==> src/rtl/carbon_arch_pkg.sv <==
// Shared Z480 architecture constants: CPUID leaf indices, vendor string words,
// and the enumerator state/error encodings used by requester and responder.
package carbon_arch_pkg;

    localparam logic [31:0] CARBON_CPUID_LEAF_VENDOR    = 32'd0;
    localparam logic [31:0] CARBON_CPUID_LEAF_ID        = 32'd1;
    localparam logic [31:0] CARBON_CPUID_LEAF_TIERS     = 32'd2;
    localparam logic [31:0] CARBON_CPUID_LEAF_FEATURES0 = 32'd3;
    localparam logic [31:0] CARBON_CPUID_LEAF_TOPOLOGY  = 32'd4;

    localparam logic [15:0] CARBON_CPUID_FMT_VERSION = 16'd1;

    // "CARB", "ON-Z", "480 " with the first character in the most significant byte
    localparam logic [31:0] CARBON_Z480_VENDOR_W1 = 32'h4341_5242;
    localparam logic [31:0] CARBON_Z480_VENDOR_W2 = 32'h4F4E_2D5A;
    localparam logic [31:0] CARBON_Z480_VENDOR_W3 = 32'h3438_3020;

    typedef enum logic [2:0] {
        ENUM_IDLE = 3'd0,
        ENUM_REQ  = 3'd1,
        ENUM_WAIT = 3'd2,
        ENUM_NEXT = 3'd3,
        ENUM_DONE = 3'd4,
        ENUM_ERR  = 3'd5
    } cpuid_enum_state_e;

    typedef enum logic [1:0] {
        CPUID_ERR_NONE    = 2'd0,
        CPUID_ERR_TIMEOUT = 2'd1,
        CPUID_ERR_FORMAT  = 2'd2,
        CPUID_ERR_VENDOR  = 2'd3
    } cpuid_enum_err_e;

    function automatic logic [15:0] clamp_leaf(input logic [15:0] reported,
                                               input logic [31:0] limit);
        if ({16'h0, reported} > limit) begin
            return limit[15:0];
        end
        return reported;
    endfunction

endpackage

==> src/rtl/cpuid_enumerator.sv <==
// Boot-time CPUID requester: walks the standard leaves over the CSR-window
// transport and latches a discovery snapshot for firmware and the boot sequencer.
module cpuid_enumerator
    import carbon_arch_pkg::*;
#(
    parameter int MAX_LEAF_LIMIT = 16,
    parameter int RSP_TIMEOUT    = 64
) (
    input  logic        clk,
    input  logic        rst,
    input  logic        start,
    output logic        req_valid,
    input  logic        req_ready,
    output logic [31:0] req_leaf,
    output logic [31:0] req_subleaf,
    input  logic        rsp_valid,
    output logic        rsp_ready,
    input  logic [63:0] rsp_data0,
    input  logic [63:0] rsp_data1,
    input  logic [63:0] rsp_data2,
    input  logic [63:0] rsp_data3,
    output logic        busy,
    output logic        done,
    output logic        error,
    output logic [1:0]  err_code,
    output logic [15:0] max_leaf,
    output logic [31:0] id_word,
    output logic [31:0] chip_flags,
    output logic [31:0] cpu_tier,
    output logic [31:0] fpu_tier,
    output logic [31:0] features0,
    output logic [15:0] core_count,
    output logic [15:0] threads_per_core,
    output logic [15:0] vector_bits,
    output logic [15:0] arch_bits,
    output logic [2:0]  fsm_state
);

    localparam int TW = $clog2(RSP_TIMEOUT + 1);
    localparam logic [TW-1:0] TMO_LAST = TW'(RSP_TIMEOUT - 1);

    cpuid_enum_state_e state;
    cpuid_enum_err_e   err_q;
    logic [31:0]       leaf_cnt;
    logic [TW-1:0]     tmo_cnt;

    logic [31:0] w0, w1, w2, w3;
    logic        unused_hi;

    // Transport lanes are 64 bits wide but v1 responses carry data in [31:0] only.
    assign w0 = rsp_data0[31:0];
    assign w1 = rsp_data1[31:0];
    assign w2 = rsp_data2[31:0];
    assign w3 = rsp_data3[31:0];
    assign unused_hi = ^{rsp_data0[63:32], rsp_data1[63:32], rsp_data2[63:32], rsp_data3[63:32]};

    assign req_leaf    = leaf_cnt;
    assign req_subleaf = 32'h0;
    assign err_code    = err_q;
    assign fsm_state   = state;

    always_ff @(posedge clk) begin
        if (rst) begin
            state            <= ENUM_IDLE;
            err_q            <= CPUID_ERR_NONE;
            leaf_cnt         <= 32'h0;
            tmo_cnt          <= '0;
            req_valid        <= 1'b0;
            rsp_ready        <= 1'b0;
            busy             <= 1'b0;
            done             <= 1'b0;
            error            <= 1'b0;
            max_leaf         <= 16'h0;
            id_word          <= 32'h0;
            chip_flags       <= 32'h0;
            cpu_tier         <= 32'h0;
            fpu_tier         <= 32'h0;
            features0        <= 32'h0;
            core_count       <= 16'h0;
            threads_per_core <= 16'h0;
            vector_bits      <= 16'h0;
            arch_bits        <= 16'h0;
        end else begin
            case (state)
                ENUM_IDLE: begin
                    if (start) begin
                        err_q            <= CPUID_ERR_NONE;
                        done             <= 1'b0;
                        error            <= 1'b0;
                        max_leaf         <= 16'h0;
                        id_word          <= 32'h0;
                        chip_flags       <= 32'h0;
                        cpu_tier         <= 32'h0;
                        fpu_tier         <= 32'h0;
                        features0        <= 32'h0;
                        core_count       <= 16'h0;
                        threads_per_core <= 16'h0;
                        vector_bits      <= 16'h0;
                        arch_bits        <= 16'h0;
                        leaf_cnt         <= CARBON_CPUID_LEAF_VENDOR;
                        req_valid        <= 1'b1;
                        busy             <= 1'b1;
                        state            <= ENUM_REQ;
                    end
                end

                // req_valid/req_leaf are held untouched until the responder takes them.
                ENUM_REQ: begin
                    if (req_ready) begin
                        req_valid <= 1'b0;
                        rsp_ready <= 1'b1;
                        tmo_cnt   <= '0;
                        state     <= ENUM_WAIT;
                    end
                end

                ENUM_WAIT: begin
                    if (rsp_valid) begin
                        rsp_ready <= 1'b0;
                        state     <= ENUM_NEXT;
                        case (leaf_cnt)
                            CARBON_CPUID_LEAF_VENDOR: begin
                                if (w0[31:16] != CARBON_CPUID_FMT_VERSION) begin
                                    err_q <= CPUID_ERR_FORMAT;
                                    state <= ENUM_ERR;
                                end else if (w1 != CARBON_Z480_VENDOR_W1 ||
                                             w2 != CARBON_Z480_VENDOR_W2 ||
                                             w3 != CARBON_Z480_VENDOR_W3) begin
                                    err_q <= CPUID_ERR_VENDOR;
                                    state <= ENUM_ERR;
                                end else begin
                                    max_leaf <= clamp_leaf(w0[15:0], 32'(MAX_LEAF_LIMIT));
                                end
                            end
                            CARBON_CPUID_LEAF_ID: begin
                                id_word    <= w0;
                                chip_flags <= w1;
                            end
                            CARBON_CPUID_LEAF_TIERS: begin
                                cpu_tier <= w0;
                                fpu_tier <= w1;
                            end
                            CARBON_CPUID_LEAF_FEATURES0: begin
                                features0 <= w0;
                            end
                            CARBON_CPUID_LEAF_TOPOLOGY: begin
                                core_count       <= w0[15:0];
                                threads_per_core <= w0[31:16];
                                vector_bits      <= w1[15:0];
                                arch_bits        <= w1[31:16];
                            end
                            default: ;
                        endcase
                    end else if (tmo_cnt == TMO_LAST) begin
                        rsp_ready <= 1'b0;
                        err_q     <= CPUID_ERR_TIMEOUT;
                        state     <= ENUM_ERR;
                    end else begin
                        tmo_cnt <= tmo_cnt + 1'b1;
                    end
                end

                ENUM_NEXT: begin
                    if (leaf_cnt >= {16'h0, max_leaf}) begin
                        state <= ENUM_DONE;
                    end else begin
                        leaf_cnt  <= leaf_cnt + 32'd1;
                        req_valid <= 1'b1;
                        state     <= ENUM_REQ;
                    end
                end

                ENUM_DONE: begin
                    done  <= 1'b1;
                    busy  <= 1'b0;
                    state <= ENUM_IDLE;
                end

                ENUM_ERR: begin
                    error <= 1'b1;
                    busy  <= 1'b0;
                    state <= ENUM_IDLE;
                end

                default: begin
                    req_valid <= 1'b0;
                    rsp_ready <= 1'b0;
                    busy      <= 1'b0;
                    state     <= ENUM_IDLE;
                end
            endcase
        end
    end

endmodule

==> config.mk <==
export PLATFORM = sky130hd
export DESIGN_NAME = cpuid_enumerator
export DESIGN_NICKNAME = d
export VERILOG_FILES = /design/src/rtl/carbon_arch_pkg.sv /design/src/rtl/cpuid_enumerator.sv
export SDC_FILE = /design/constraint.sdc
export NUM_CORES = 1
export LEC_CHECK = 0
export ABC_AREA = 1
export CORE_AREA = 2 2 221 223
export DETAILED_ROUTE_END_ITERATION = 10
export DIE_AREA = 0 0 223 225
export PLACE_DENSITY_LB_ADDON = 0.25
export SYNTH_ARGS = -nofsm -noshare
export SYNTH_HDL_FRONTEND = slang
export SYNTH_SLANG_ARGS = --single-unit
==> constraint.sdc <==
create_clock -name clk -period 2.4 [get_ports clk]
set_input_delay 0.24 -clock clk [delete_from_list [all_inputs] [get_ports clk]]
set_output_delay 0.24 -clock clk [all_outputs]
set_load 0.05 [all_outputs]
======== After elaboration in Yosys (flattened, before gate mapping) ========
Cells that the tools add are included.
storage, ports and cells
  flip-flop bits (word level) ............. 289
  bits of input ports ..................... 261
  word-level logic and storage cells ...... 159
operators by class
  $add $sub $neg .......................... 2
  magnitude comparators ................... 2
  equality and inequality tests ........... 30
  mux-type cells .......................... 77
  bitwise operators ....................... 3
  reduce and logical (&&, ||, !) cells .... 26
operator list
  cell                   count
  $mux 32                12
  $pmux 32 s2            6
  $mux 16                15
  $pmux 16 s2            5
  $eq 32x2->1 const B    2
  $ne 32x31->1 const B   2
  $add 32x1->32 const B  1
  $eq 32x1->1 const B    1
  $eq 32x3->1 const B    1
  $ge 32x16->1           1
  $logic_not 32->1       1
  $ne 32x30->1 const B   1
  $mux 3                 8
  $reduce_and 4->1       6
  $mux 7                 3
  $gt 16x5->1 const B    1
  $ne 16x1->1 const B    1
  $ne 2x2->1 const B     8
  $mux 1                 14
  $pmux 7 s2             1
  $mux 2                 6
  $pmux 3 s4             1
  $ne 2x1->1 const B     5
  $reduce_bool 2->1      5
  other kinds (21)       33

======== Depth between registers and ports, before layout ========
Gate-level depths: netlist of the first run.
  depth in word-level cells ............... 15
  mapped depth ............................ 14
  depth with buffers taken out ............ 14

======== Worst setup path after synthesis of the first run ========
OpenSTA, ideal clock, no wires.
  path kind ............................... reg-to-reg
  from .................................... register leaf_cnt[0] (netlist: req_leaf[0])
  to ...................................... register leaf_cnt[10] (netlist: req_leaf[10])
  setup time .............................. 132 ps
  data arrival time ....................... 2022 ps
  required time ........................... 2268 ps
  path slack .............................. 246 ps
  cell stages (with the launch flop) ...... 14
  path buffers ............................ 1
  clock period less this slack ............ 2154 ps
  cells stage by stage .................... dfxtp_1 inv_1 ha_1 nand2_1 nor2_1 nand3_1 nand3_1 nor2_1 nand2_1 nand2_2 nand2_4 buf_6 nand2_1 a21oi_1
on the way
  word-level cells in the longest chain between the ends .. 3
RTL lines
  what                                                    line                                              RTL
  from (decl)                                             cpuid_enumerator.sv:44                            logic [31:0] leaf_cnt;
  from (signal assigned)                                  cpuid_enumerator.sv:167                           leaf_cnt <= leaf_cnt + 32'd1;
  $add 32x1->32 / $ge 32x16->1 (equally long branches)    cpuid_enumerator.sv:167, cpuid_enumerator.sv:164
  $mux 32 / $ne 2x2->1 (equally long branches)            --
  $pmux 32 s2 / $reduce_and 3->1 (equally long branches)  --
Several ways; a longest one is shown, not always the timed one. The select of a mux whose other input is x is not followed.
A chain may end at the register's enable or synchronous reset.

======== Worst setup path in the final report of the first run ========
  from .................................... register leaf_cnt[10] (netlist: req_leaf[10])
  to ...................................... output port req_leaf[10]
RTL lines
  what       line                    RTL
  to (decl)  cpuid_enumerator.sv:14  output logic [31:0] req_leaf,
No word-level cell between the ends.

==> impl_metrics.env, run 1 <==
export IMPL_worstPathArrival_ps=2000
export IMPL_finalWeightedCongestion=0.844
export IMPL_tritoncts_num_buffers=35
export IMPL_synth_cells=1715
export IMPL_final_fill_count=4941
export IMPL_ir_worst_vdd_mv=0.847
export IMPL_setup_viol=0
export IMPL_root_buffer="clkbuf_16"
export IMPL_area_growth_pct=47.4
export IMPL_ys_types=35
export IMPL_yosysWarnings=0
export IMPL_yosys_area_top_type="dfxtp_1"
export IMPL_ys_flop_type="dfxtp_1"
export IMPL_fin_nets=2394
export IMPL_place_ws_ps=-81.8
export IMPL_via_per_inst=4.42
export IMPL_drive_above_1_share=0.0581
export IMPL_finalHoldViolations=0
export IMPL_clk_path_buf_depth=3
export IMPL_critPathSlowestCell="clkdlybuf4s50_1"
export IMPL_async_flop_share=0
export IMPL_avgSynthCellArea_sq_um=7.22
export IMPL_setup_tns_ps=0
export IMPL_ys_ff_latch=289
export IMPL_grt_ovfl_total=0
export IMPL_antenna_found_initial=3
export IMPL_crit_chain="buf_4 > clkdlybuf4s50_1"
export IMPL_drc_errors=0
export IMPL_maxSlewViolCount=0
export IMPL_whs_ps=183
export IMPL_io_buffers=414
export IMPL_slew_headroom=0.445
export IMPL_pin_count=575
export IMPL_max_freq_ghz=0.446
export IMPL_yosysMostFrequentCell="nor2_1"
export IMPL_power_per_cell_area_mw_per_mm2=1240
export IMPL_final_cell_area_sq_mm=0.0183
export IMPL_synth_top_cells_by_area="dfxtp_1, nor2_1, nand2_1"
export IMPL_leakagePower_nw=7.38
export IMPL_cp_num_buf_inv=2
export IMPL_critical_path_required_ps=2160
export IMPL_initial_core_util=0.261
export IMPL_grt_pass1_vias=11800
export IMPL_wl_per_cell_um=16.7
export IMPL_endpoint_kind="primary output"
export IMPL_synth_yosys_seq_area_share=0.467
export IMPL_grt_setup_unrepaired="no"
export IMPL_grt_usage=0.180
export IMPL_rows=80
export IMPL_tightest_slew_ps=829
export IMPL_grt_max_degree=70
export IMPL_crit_path_start_kind="flip-flop"
export IMPL_path_max_fanout=6
export IMPL_cts_tree="yes"
export IMPL_hp_class="input pin to flip-flop"
export IMPL_syn_area_sq_mm=0.0124
export IMPL_first_pass_iters=5
export IMPL_status="finished, final reports clean"
export IMPL_fin_crit_sh=0.933
export IMPL_via_count=12200
export IMPL_synth_edf_count=0
export IMPL_synth_commonest_cells="nor2_1, dfxtp_1, nand2_1"
export IMPL_grt_pass1_wl_mm=69.8
export IMPL_die_w_um=223
export IMPL_postRouteAntennaNets=0
export IMPL_dr_first_iter_drc_count=728
export IMPL_path_clk_slew_ps=60
export IMPL_synth_top_area_frac=0.467
export IMPL_place_area_sq_mm=0.0171
export IMPL_critPathKind="flip-flop to primary output"
export IMPL_finClkSkew_ps=16.4
export IMPL_fin_crit_ps=2240
export IMPL_critPathMaxStageDelay_ps=800
export IMPL_final_seq_area_sq_mm=0.00579
export IMPL_die_area_sq_mm=0.0502
export IMPL_coreArea_sq_mm=0.0475
export IMPL_crit_family="buffers and inverters"
export IMPL_clk_latency_ps=540
export IMPL_cts_max_level=2
export IMPL_hpwl_mm=33.5
export IMPL_multi_input_area_sq_mm=0.00527
export IMPL_routed_wl_mm=46.0
export IMPL_cts_sinks=289
export IMPL_worst_slack_ps=160
export IMPL_max_cap_violations=0
export IMPL_die_height_um=225
==> routing by layer <==
layer | vias to the layer above | GRT usage | part of all wire
li1 | 6159 | - | -
met1 | 5529 | 0.229 | 0.44
met2 | 405 | 0.292 | 0.46
met3 | 62 | 0.0532 | 0.076
met4 | 2 | 0.0569 | 0.025
met5 | - | 0 | 0.00028
==> worst reg2reg max path: cells and delay by family, from the launching register on <==
family	cells	cell delay, ps
buf+inv	3	410
simple gates	4	1250
flops	1	420
compound gates	1	80
==> worst paths after layout <==
path                start  cells past startpoint      endpoint  slack, ps
min reg2reg  req_leaf[19]                      2  req_leaf[19]        450
max          req_leaf[10]                      2  req_leaf[10]        160
min                   rst                      4  req_leaf[16]        180
max reg2reg  fsm_state[1]                      8   max_leaf[0]        160
==> kinds of logic after synthesis <==
family / share of synthesized area
compound gates: 0.150
xor+xnor: 0.0106
fa+ha+maj: 0.0212
buf+inv: 0.117
flops: 0.467
other cells: 0.000303
simple gates: 0.234
==> flip-flops by register name (all words and copies together) (netlist names) <==
| name | flops |
|---|---|
| rsp_ready | 1 |
| arch_bits | 16 |
| error | 1 |
| err_code | 2 |
| busy | 1 |
| done | 1 |
| core_count | 16 |
| id_word | 32 |
| vector_bits | 16 |
| max_leaf | 16 |
| fsm_state | 3 |
| fpu_tier | 32 |
| features0 | 32 |
| req_leaf | 32 |
| cpu_tier | 32 |
| threads_per_core | 16 |
| chip_flags | 32 |
| tmo_cnt | 7 |
| req_valid | 1 |
==> power breakdown <==
part           internal, mW  switching [mW]  total [mW]
Sequential             5.93           0.624        6.55
Clock                  3.12            2.11        5.22
Combinational          3.32            7.50        10.8
Total                  12.4            10.2        22.6
==> placed cells by master, fill, tap and decap left out, types with 2 or more instances in the layout <==
master / n
a21oi_1: 131
and2_1: 5
buf_12: 13
buf_4: 26
clkbuf_1: 8
clkbuf_16: 36
clkbuf_8: 8
clkdlybuf4s50_1: 413
clkinv_2: 5
conb_1: 32
dfxtp_1: 287
dfxtp_2: 2
ha_1: 21
inv_1: 174
inv_2: 8
inv_6: 3
nand2_1: 183
nand2_2: 3
nand2_4: 4
nand3_1: 39
nand4_1: 13
nor2_1: 428
nor2_2: 4
nor2_4: 2
nor3_1: 26
o21a_1: 3
o21ai_0: 137
o21ai_1: 92
o31ai_1: 2
xnor2_1: 2
xor2_1: 13
==> per-stage QoR <==
step / cells / utilization / power [mW]
final: 2751 / 0.384 / 22.6
after global routing: 2750 / 0.384 / 23.8
after CTS: 2750 / 0.384 / 22.9
after detailed placement: 2690 / 0.360 / 17.6
after global placement: 2690 / 0.360 / 17.5
after floorplan: 1746 / - / 13.7
==> cell type report <==
| cell class | instances | area share |
|---|---|---|
| clock buffers | 52 | 0.0570 |
| inverters | 186 | 0.0388 |
| repair buffers | 453 | 0.252 |
| diodes | 1 | 0.000137 |
| well taps | 615 | 0.0421 |
| clock inverters | 8 | 0.00480 |
| multi-input cells | 1147 | 0.289 |
| flip-flops and latches | 289 | 0.317 |
==> repair_timing <==
item | CTS | global route
hold buffers | 0 | 0
gates resized for setup | 0 | 2
endpoints found under the hold margin | 0 | 0
setup buffers | 0 | 0
endpoints found under the setup margin | 0 | 1
(Power assumes the default switching activity.)
==> run 2, diff against run 1 <==
- PLACE_DENSITY: unset -> 0.51
- PLACE_DENSITY_LB_ADDON: 0.25 -> unset
==> run 2 against run 1 <==
Effect of this change:
- wire length increased by 1.3%
- highest routed layer unchanged
- non-clock buffer count grew 5
- register-to-register slack better by 90 ps
- global-route usage increased by 0.17 points
- die area stayed put
- sequential share of layout area down 0.27 points
- clock-buffer cell count shrank 2
- maximum frequency increased by 2.7%
==> impl_metrics.env, run 2 (synthesis gave the netlist of run 1 again) <==
export IMPL_status="finished, final reports clean"
export IMPL_drive_above_1_share=0.0626
export IMPL_final_cell_mix="nor2_1, clkdlybuf4s50_1, dfxtp_1"
export IMPL_fin_crit_sh=0.908
export IMPL_grt_usage=0.181
export IMPL_path_clk_slew_ps=60
export IMPL_cts_tree="yes"
export IMPL_die_area_sq_mm=0.0502
export IMPL_max_freq_ghz=0.459
export IMPL_grt_pass1_vias=11600
export IMPL_crit_start="req_leaf[11]"
export IMPL_worst_slack_ps=220
export IMPL_die_height_um=225
export IMPL_critPathKind="flip-flop to primary output"
export IMPL_hp_class="input pin to flip-flop"
export IMPL_first_pass_iters=5
export IMPL_tritoncts_num_buffers=36
export IMPL_pin_count=575
export IMPL_r2r_slack_ps=250
export IMPL_finClkSkew_ps=17.2
export IMPL_max_cap_violations=0
export IMPL_power_per_cell_area_mw_per_mm2=1250
export IMPL_postCtsResizedCells=0
export IMPL_post_route_util=0.387
export IMPL_coreArea_sq_mm=0.0475
export IMPL_antenna_found_initial=6
export IMPL_maxSlewViolCount=0
export IMPL_grt_pass1_wl_mm=69.9
export IMPL_grt_max_degree=78
export IMPL_die_w_um=223
export IMPL_root_buffer="clkbuf_16"
export IMPL_setup_viol=0
export IMPL_n_antenna_cell=0
export IMPL_routed_wl_mm=46.6
export IMPL_grt_ovfl_total=0
export IMPL_fin_nets=2400
export IMPL_cts_sinks=289
export IMPL_rows=80
export IMPL_finalWeightedCongestion=0.848
export IMPL_leakagePower_nw=7.45
export IMPL_crit_path_start_kind="flip-flop"
export IMPL_clk_latency_ps=540
export IMPL_cp_endpoint="req_leaf[11]"
export IMPL_via_per_inst=4.42
export IMPL_path_max_fanout=6
export IMPL_via_count=12200
export IMPL_p_total_mw=23.0
export IMPL_mostFrequentLayoutCell="nor2_1"
export IMPL_worstPathArrival_ps=1940
export IMPL_clk_path_buf_depth=3
export IMPL_endpoint_kind="primary output"
export IMPL_setup_tns_ps=0
export IMPL_hpwl_mm=34.2
export IMPL_initial_core_util=0.261
export IMPL_postRouteAntennaNets=0
export IMPL_wl_per_cell_um=16.9
export IMPL_place_ws_ps=-106
export IMPL_fin_crit_ps=2180
export IMPL_ir_worst_vdd_mv=0.748
export IMPL_tightest_slew_ps=823
export IMPL_postCtsSetupRepairBufs=0
export IMPL_r2r_cells=8
export IMPL_area_growth_pct=48.6
export IMPL_drc_errors=0
export IMPL_finalHoldViolations=0
export IMPL_cts_hold_buf=0
export IMPL_slew_headroom=0.451
export IMPL_reg2reg_to="max_leaf[0]"
export IMPL_cts_max_level=2
export IMPL_io_buffers=414
export IMPL_critical_path_required_ps=2160
export IMPL_dr_first_iter_drc_count=595
export IMPL_timing_rr_start="fsm_state[1]"
export IMPL_grt_setup_unrepaired="no"
## run 2: cell count changes in the layout (fill, tap and decap cells not counted), sizes merged
cell,change
buf,+5
clkinvlp,+4
clkinv,-3
bufinv,+2
clkbuf,-2
diode,-1
inv,+1
## run 2: area by class of cell
type                       count  area [sq um]
clock buffer                  50          1070
clock inverter                12           156
sequential                   289          5790
timing repair buffer         458          4640
inverter                     186           708
multi-input combinational   1147          5270
tap                          615           769
fill                        4937         29100
## run 2: metal layers
layer  vias to the layer above  track usage  wire, um
met3                        72       0.0477      3260
met1                      5523        0.230     20800
met2                       386        0.301     21400
li1                       6189            -         -
met4                         8       0.0561      1100
met5                         -            0        54
## run 2: worst max-delay path, stage by stage, from the launching register on
cell and delay [ps]:
dfxtp_1 450, buf_4 160, clkdlybuf4s50_1 800
## run 2: power breakdown
part	leakage, nW	internal (mW)	switching, mW
Sequential	2.37	5.93	0.626
Combinational	4.48	3.33	7.50
Clock	0.596	3.45	2.17
Total	7.45	12.7	10.3
## run 2: how the worst min path moves through the flow
stage                     slack, ps        endpoint  cells past startpoint     startpoint
after floorplan                 430  chip_flags[30]                      2  rsp_data1[30]
after global placement          440    req_leaf[21]                      2   req_leaf[21]
after global routing            230    req_leaf[16]                      4            rst
after detailed placement        450    req_leaf[18]                      2   req_leaf[18]
final                           210    req_leaf[16]                      4            rst
after CTS                       190    req_leaf[16]                      4            rst
## run 2: stage by stage
| step | hold WS [ps] | instance area [sq um] | std cells |
|---|---|---|---|
| 2_1_floorplan | 425 | 12500 | 1746 |
| 3_3_place_gp | 441 | 17200 | 2695 |
| 3_5_place_dp | 451 | 17200 | 2695 |
| 4_1_cts | 190 | 18400 | 2757 |
| 5_1_grt | 235 | 18400 | 2757 |
| 6_report | 209 | 18400 | 2757 |
